## src/rtl/instr_fetch_if.sv

```systemverilog
// Fetch-to-controller instruction handshake.
// The fetch unit drives ir/ir_addr/ir_valid; the controller drives ir_ready.
interface instr_fetch_if #(
  parameter int ADDR_W = 7,
  parameter int DATA_W = 16
);
  logic [DATA_W-1:0] ir;
  logic [ADDR_W-1:0] ir_addr;
  logic              ir_valid;
  logic              ir_ready;

  modport master (
    output ir,
    output ir_addr,
    output ir_valid,
    input  ir_ready
  );

  modport slave (
    input  ir,
    input  ir_addr,
    input  ir_valid,
    output ir_ready
  );
endinterface

```

## src/rtl/instr_fetch.sv

```systemverilog
// Instruction fetch: drives PC clear/up, waits out ROM latency,
// holds the fetched word in ir and offers it on a valid/ready handshake.
module instr_fetch #(
  parameter int          ADDR_W  = 7,
  parameter int          DATA_W  = 16,
  parameter int          ROM_LAT = 1,
  parameter logic [3:0]  HALT_OP = 4'h5
) (
  input  logic              clk,
  input  logic              reset_n,
  input  logic              start,
  input  logic [ADDR_W-1:0] pc_address,
  input  logic [DATA_W-1:0] rom_data,
  output logic              pc_clear,
  output logic              pc_up,
  output logic              halted,
  output logic              wrapped,
  instr_fetch_if.master     fb
);

  localparam int S_IDLE = 0;
  localparam int S_CLR  = 1;
  localparam int S_WAIT = 2;
  localparam int S_VAL  = 3;
  localparam int S_HALT = 4;

  localparam logic [4:0] IDLE   = 5'b00001;
  localparam logic [4:0] CLEAR  = 5'b00010;
  localparam logic [4:0] WAIT   = 5'b00100;
  localparam logic [4:0] VALID  = 5'b01000;
  localparam logic [4:0] HALTED = 5'b10000;

  // one-hot state, so every state-decoded output is a flop
  logic [4:0] state;
  logic [4:0] nxt;
  logic [2:0] cnt;
  logic       lat_hit;
  logic       accept;
  logic       is_halt;

  assign lat_hit = cnt == 3'(ROM_LAT);
  assign accept  = state[S_VAL] & fb.ir_ready;
  assign is_halt = fb.ir[DATA_W-1 -: 4] == HALT_OP;

  always_ff @(posedge clk or negedge reset_n) begin
    if (!reset_n) state <= IDLE;
    else          state <= nxt;
  end

  always_comb begin
    nxt = state;
    unique case (1'b1)
      state[S_IDLE]: if (start) nxt = CLEAR;
      state[S_CLR]:  nxt = WAIT;
      state[S_WAIT]: if (lat_hit) nxt = VALID;
      state[S_VAL]: begin
        if (fb.ir_ready) nxt = is_halt ? HALTED : WAIT;
      end
      state[S_HALT]: if (start) nxt = CLEAR;
      default:       nxt = IDLE;
    endcase
  end

  always_comb begin
    pc_clear    = state[S_CLR];
    pc_up       = accept;
    fb.ir_valid = state[S_VAL];
    halted      = state[S_HALT];
  end

  always_ff @(posedge clk or negedge reset_n) begin
    if (!reset_n) begin
      fb.ir      <= '0;
      fb.ir_addr <= '0;
      wrapped    <= 1'b0;
      cnt        <= '0;
    end else begin
      if (state[S_CLR]) begin
        wrapped <= 1'b0;
        cnt     <= '0;
      end
      if (state[S_WAIT]) begin
        cnt <= cnt + 3'd1;
        if (lat_hit) begin
          fb.ir      <= rom_data;
          fb.ir_addr <= pc_address;
        end
      end
      if (accept) begin
        cnt <= '0;
        if (fb.ir_addr == '1) wrapped <= 1'b1;
      end
    end
  end

endmodule

```

## src/flat_wrapper.sv

```systemverilog
// flat-port wrapper written by rule: the top's interface ports become plain ports
module instr_fetch_flat 
#(
  parameter int          ADDR_W  = 7,
  parameter int          DATA_W  = 16,
  parameter int          ROM_LAT = 1,
  parameter logic [3:0]  HALT_OP = 4'h5
)
  (clk, reset_n, start, pc_address, rom_data, pc_clear, pc_up, halted, wrapped, fb_ir, fb_ir_addr, fb_ir_valid, fb_ir_ready);
  instr_fetch_if #(.ADDR_W(ADDR_W), .DATA_W(DATA_W)) fb_i ();
  input  logic clk;
  input  logic reset_n;
  input  logic start;
  input  logic [ADDR_W-1:0] pc_address;
  input  logic [DATA_W-1:0] rom_data;
  output logic pc_clear;
  output logic pc_up;
  output logic halted;
  output logic wrapped;
  output wire logic [$bits(fb_i.ir)-1:0] fb_ir;
  output wire logic [$bits(fb_i.ir_addr)-1:0] fb_ir_addr;
  output wire logic [$bits(fb_i.ir_valid)-1:0] fb_ir_valid;
  input wire logic [$bits(fb_i.ir_ready)-1:0] fb_ir_ready;
  assign fb_ir = fb_i.ir;
  assign fb_ir_addr = fb_i.ir_addr;
  assign fb_ir_valid = fb_i.ir_valid;
  assign fb_i.ir_ready = fb_ir_ready;
  instr_fetch #(.ADDR_W(ADDR_W), .DATA_W(DATA_W), .ROM_LAT(ROM_LAT), .HALT_OP(HALT_OP)) u_core (.clk(clk), .reset_n(reset_n), .start(start), .pc_address(pc_address), .rom_data(rom_data), .pc_clear(pc_clear), .pc_up(pc_up), .halted(halted), .wrapped(wrapped), .fb(fb_i));
endmodule
```

## config.mk

```make
export PLATFORM = sky130hd
export DESIGN_NAME = instr_fetch_flat
export DESIGN_NICKNAME = d
export VERILOG_FILES = /design/src/rtl/instr_fetch_if.sv /design/src/rtl/instr_fetch.sv /design/src/flat_wrapper.sv
export SDC_FILE = /design/constraint.sdc
export NUM_CORES = 1
export LEC_CHECK = 0
export BUFFER_PORTS_ARGS = -buffer_cell sky130_fd_sc_hd__buf_2
export CORE_MARGIN = 10
export CORE_UTILIZATION = 51
export DETAILED_ROUTE_END_ITERATION = 8
export GPL_ROUTABILITY_DRIVEN = 0
export PLACE_DENSITY = 0.88
export RECOVER_POWER = 25
export SLEW_MARGIN = 30
export SYNTH_ARGS = -nofsm -noshare
export SYNTH_HDL_FRONTEND = slang
export SYNTH_SLANG_ARGS = --single-unit
```

## constraint.sdc

```tcl
create_clock -name clk -period 4.3 [get_ports clk]
set_input_delay 0.86 -clock clk [delete_from_list [all_inputs] [get_ports clk]]
set_output_delay 0.86 -clock clk [all_outputs]
set_load 0.1 [all_outputs]
```

# --- Word level (Yosys, flattened, before mapping) ---
# Index checks and enable logic that the tools add are counted.
word_totals:
  ff_bits: 32
  latch_bits: 0
  mem_bits_rw: 0
  romBits: 0
  inputBits: 27
  out_inout_bits: 28
  wordCells: 24
  memories: 0
op_classes:
  n_addsub: 1
  multipliers: 0
  div_mod_pow: 0
  n_lt_le_gt_ge: 0
  n_eq_ne: 3
  shift: 0
  muxes: 12
  n_bitwise: 1
  n_reduce_logical: 2
ops:
  columns: ["cell", "n"]
  rows:
  - ["$pmux W5 S5", 1]
  - ["$mux W5", 3]
  - ["$mux W3", 3]
  - ["$eq A7 B7 Y1 const B", 1]
  - ["$eq A4 B3 Y1 const B", 1]
  - ["$mux W4", 1]
  - ["$add A3 B1 Y3 const B", 1]
  - ["$eq A3 B1 Y1 const B", 1]
  - ["$mux W1", 3]
  - ["$reduce_bool A3 Y1", 1]
  - ["$mux W2", 1]
  - ["$reduce_and A2 Y1", 1]
  - ["$and A1 B1 Y1", 1]

# --- Longest topological paths before layout ---
logic_depth:
  ltp_word: 4
  mapped_depth: 5
  ltp_nobuf: 5

# --- Worst setup path after synthesis ---
# OpenSTA, ideal clock, no wires.
synth_timing:
  path_type: "register to output"
  start: "register u_core.state[3]"
  end: "output port pc_up"
  arrival_time_ns: 1.804
  required_ns: 3.440
  path_slack_ns: 1.636
  stages_incl_launch_ff: 3
  path_buffers: 0
  cell_sequence: "dfrtp_1 -> nand2_1 -> inv_1"
synth_via:
  elab_chain_len: 1
synth_rtl:
  columns: ["element", "line", "text"]
  rows:
  - ["start: declaration", "instr_fetch.sv:34", "logic [4:0] state;"]
  - ["start signal: assignment", "instr_fetch.sv:47", "else state <= nxt;"]
  - ["$and A1 B1 Y1", "instr_fetch.sv:42", "assign accept = state[S_VAL] & fb.ir_ready;"]
  - ["end: declaration", "flat_wrapper.sv:17", "output logic pc_up;"]
# Every way passes these cells.

# --- Worst setup path in the final report ---
layout_timing:
  start: "input port fb_ir_ready"
  end: "output port pc_up"
layout_via:
  elab_chain_len: 1
layout_rtl:
  columns: ["element", "line", "text"]
  rows:
  - ["start: declaration", "flat_wrapper.sv:23", "input wire logic [$bits(fb_i.ir_ready)-1:0] fb_ir_ready;"]
  - ["$and A1 B1 Y1", "instr_fetch.sv:42", null]
# Every way passes these cells.

==> summary.txt <==
Cells and area
  • Multi-input logic area: between 500 and 600 um^2
  • Area growth, synth to finish: 23.4%
  • ANT cells: 0
  • Fin nets: 176
  • Layout cell share with drive strength beyond 1: 57.1%
  • Seq. cell area: 802 um^2
  • Fillers: 203
  • Util after Layout: 67.3%
  • Final instance area: 1700 um^2

Timing
  • Slew margin rel.: -11.6%
  • Fmax: 0.400 GHz
  • Max-slew violation count: 33
  • Final hold vios: 0
  • Layout Skew: 0.00509 ns
  • Final setup fails: 0
  • RSZ-0062 raised after global routing: no
  • Fin crit period: between 2 and 2.5 ns
  • Final TNS setup: 0 ns
  • Worst-margin pin slew: roughly 1.7 ns
  • Final period util: 58.1%

Floorplan
  • Core Rows: 18
  • DIE AREA: 5170 um^2
  • CORE AREA: ~2500 um^2
  • Starting density of the core: 54.5%
  • Top-level port count: 55
  • Die Height: 71.9 um
  • Die Span X: 71.9 um

Clocking
  • CTS buffer count: 5
  • Clk Latency, worst-skew pair: 0.32 ns
  • Post-CTS Resized: 0
  • CTS H-tree depth: 2
  • Hold-fix buffers, CTS: 0
  • Post-CTS setup buffers: 0
  • Clock sink count: 32
  • TritonCTS clock tree: yes
  • Max Root-Sink Buffers: 2
  • Clk root buf: clkbuf_4
  • Clock transition at path regs: 0.09 ns

Outcome
  • Status: finished, violations left
  • Violated checks: capacitance limit, slew limit

Critical path
  • Critical Path Sink Type: output pin
  • CP arrival: approximately 1.6 ns
  • CP Data Required Time: around 3.4 ns
  • WS Path Type: in2out
  • Startpoint class of the critical path: input port
  • Crit-path max FO: 5

Synthesis
  • Cell variety after synth: 27
  • Synth Cell Area: around 1400 um^2
  • Sequential-to-total area share from yosys stat: 58.3%
  • Post-synth net total: 118
  • Post-Synthesis Cells: 89
  • Synth Flop Type: dfrtp_1
  • Syn Area/Cell: about 15 um^2
  • Post-synth EDFFs: 0
  • Post-synth ARST share: between 90% and 100%
  • Yosys warning count: 0
  • #FFs+latches synth: 32

Global route
  • Number of global-route vias before repair: between 1000 and 1500
  • Total track usage: 12.7%
  • Largest net degree at the start of global routing: 33
  • Global-route wire length before repair: 5.20 mm
  • Initial antenna violation count: 0
  • Overflow after GRT: 0

Detailed routing
  • Antenna-violating nets left: 0
  • DRC: 0
  • Post-Route WL: 3.19 mm
  • DR WL/cell: 18.0 um
  • Drt initial violations: between 50 and 60
  • Pre-antenna DRT Iters: 4
  • Vias per Instance: between 5 and 6
  • Vias: 933

Min path
  • Hold Crit Class: reg2reg

Run
  • Max Cap Viol: 1

Placement
  • Post-DP Area: about 1700 um^2
  • Buffers on Ports: 54
## registers in the layout (all words and copies together), names as in the netlist
name / cells
u_core.fb.ir: 16
u_core.fb.ir_addr: 7
u_core.state: 5
u_core.cnt: 3
u_core.wrapped: 1
## cells in the final DEF (no fill, tap or decap), drive strengths merged
cell type | synthesis | final
clkinv | 0 | 1
nand4bb | 1 | 1
nand2 | 2 | 2
a22oi | 1 | 1
o31a | 1 | 1
o21ai | 1 | 1
mux2 | 23 | 23
a221o | 1 | 1
ha | 2 | 2
clkbuf | 0 | 8
dfstp | 1 | 1
inv | 6 | 6
o32ai | 1 | 1
nand3 | 1 | 1
a21oi | 1 | 1
and2b | 1 | 1
nor3b | 1 | 1
o22ai | 1 | 1
mux2i | 2 | 2
nor2 | 3 | 3
or4 | 1 | 1
nand4 | 1 | 1
dfrtp | 31 | 31
nand2b | 2 | 2
buf | 3 | 52
o21a | 1 | 1
## worst max-delay path, cell delays in order
cell,delay (ns)
buf_2,0.09
nand2_1,0.08
inv_1,0.15
buf_2,0.46
## metrics by stage
stage	setup slack [ns]	cells	hold WS [ns]
final	1.80	177	0.495
after global routing	1.77	177	0.509
after CTS	1.81	177	0.497
after detailed placement	1.82	170	0.484
after global placement	1.85	170	0.469
after floorplan	1.64	89	0.466
## Yosys cell counts, types with 2 or more instances
library cell / number / share of area (%)
mux2i_1: 2 / 1.5
nand2b_1: 2 / 0.91
buf_6: 2 / 1.6
nor2_1: 3 / 0.82
inv_1: 6 / 1.6
mux2_2: 4 / 3.3
mux2_4: 19 / 21
dfrtp_1: 31 / 56
ha_1: 2 / 1.8
## final timing paths
path,to,slack [ns],cells past startpoint,from
worst min register to register,u_core.state[0]$_DFF_PN1_,0.50,1,u_core.state[0]$_DFF_PN1_
worst max-delay path,pc_up,1.80,4,fb_ir_ready
worst max register to register,u_core.fb.ir[3]$_DFFE_PN0P_,2.76,3,u_core.state[2]$_DFF_PN0_
worst min-delay path,u_core.state[0]$_DFF_PN1_,0.50,1,u_core.state[0]$_DFF_PN1_
max in group asynchronous,u_core.fb.ir[7]$_DFFE_PN0P_,2.38,1,reset_n
min in group asynchronous,u_core.wrapped$_DFF_PN0_,0.95,1,reset_n
## metal layers
layer / track usage [%] / part of all wire (%) / vias up
met5: 0 / 0 / -
met4: 3.23 / 0.38 / 0
met3: 6.94 / 9.4 / 2
met2: 22.3 / 53 / 37
met1: 12.8 / 37 / 467
li1: - / - / 427
## cells by family (layout without fill, tap and decap cells)
logic type | count (synthesis) | count (layout) | share of synthesized area, %
flops | 32 | 32 | 58.3
mux | 25 | 25 | 25.5
simple gates | 13 | 13 | 6.28
buf+inv | 9 | 67 | 3.82
compound gates | 8 | 8 | 4.28
fa+ha+maj | 2 | 2 | 1.82
## layout make-up
type	instances	area share, %
flip-flops and latches	32	47.3
multi-input cells	48	30.7
repair buffers	54	15.8
clock buffers	6	2.43
well taps	30	2.21
inverters	6	1.33
clock inverters	1	0.295
Power is left out: the tool's default activity adds up to more than one toggle a clock period on the data nets, which glitch-free logic cannot reach.
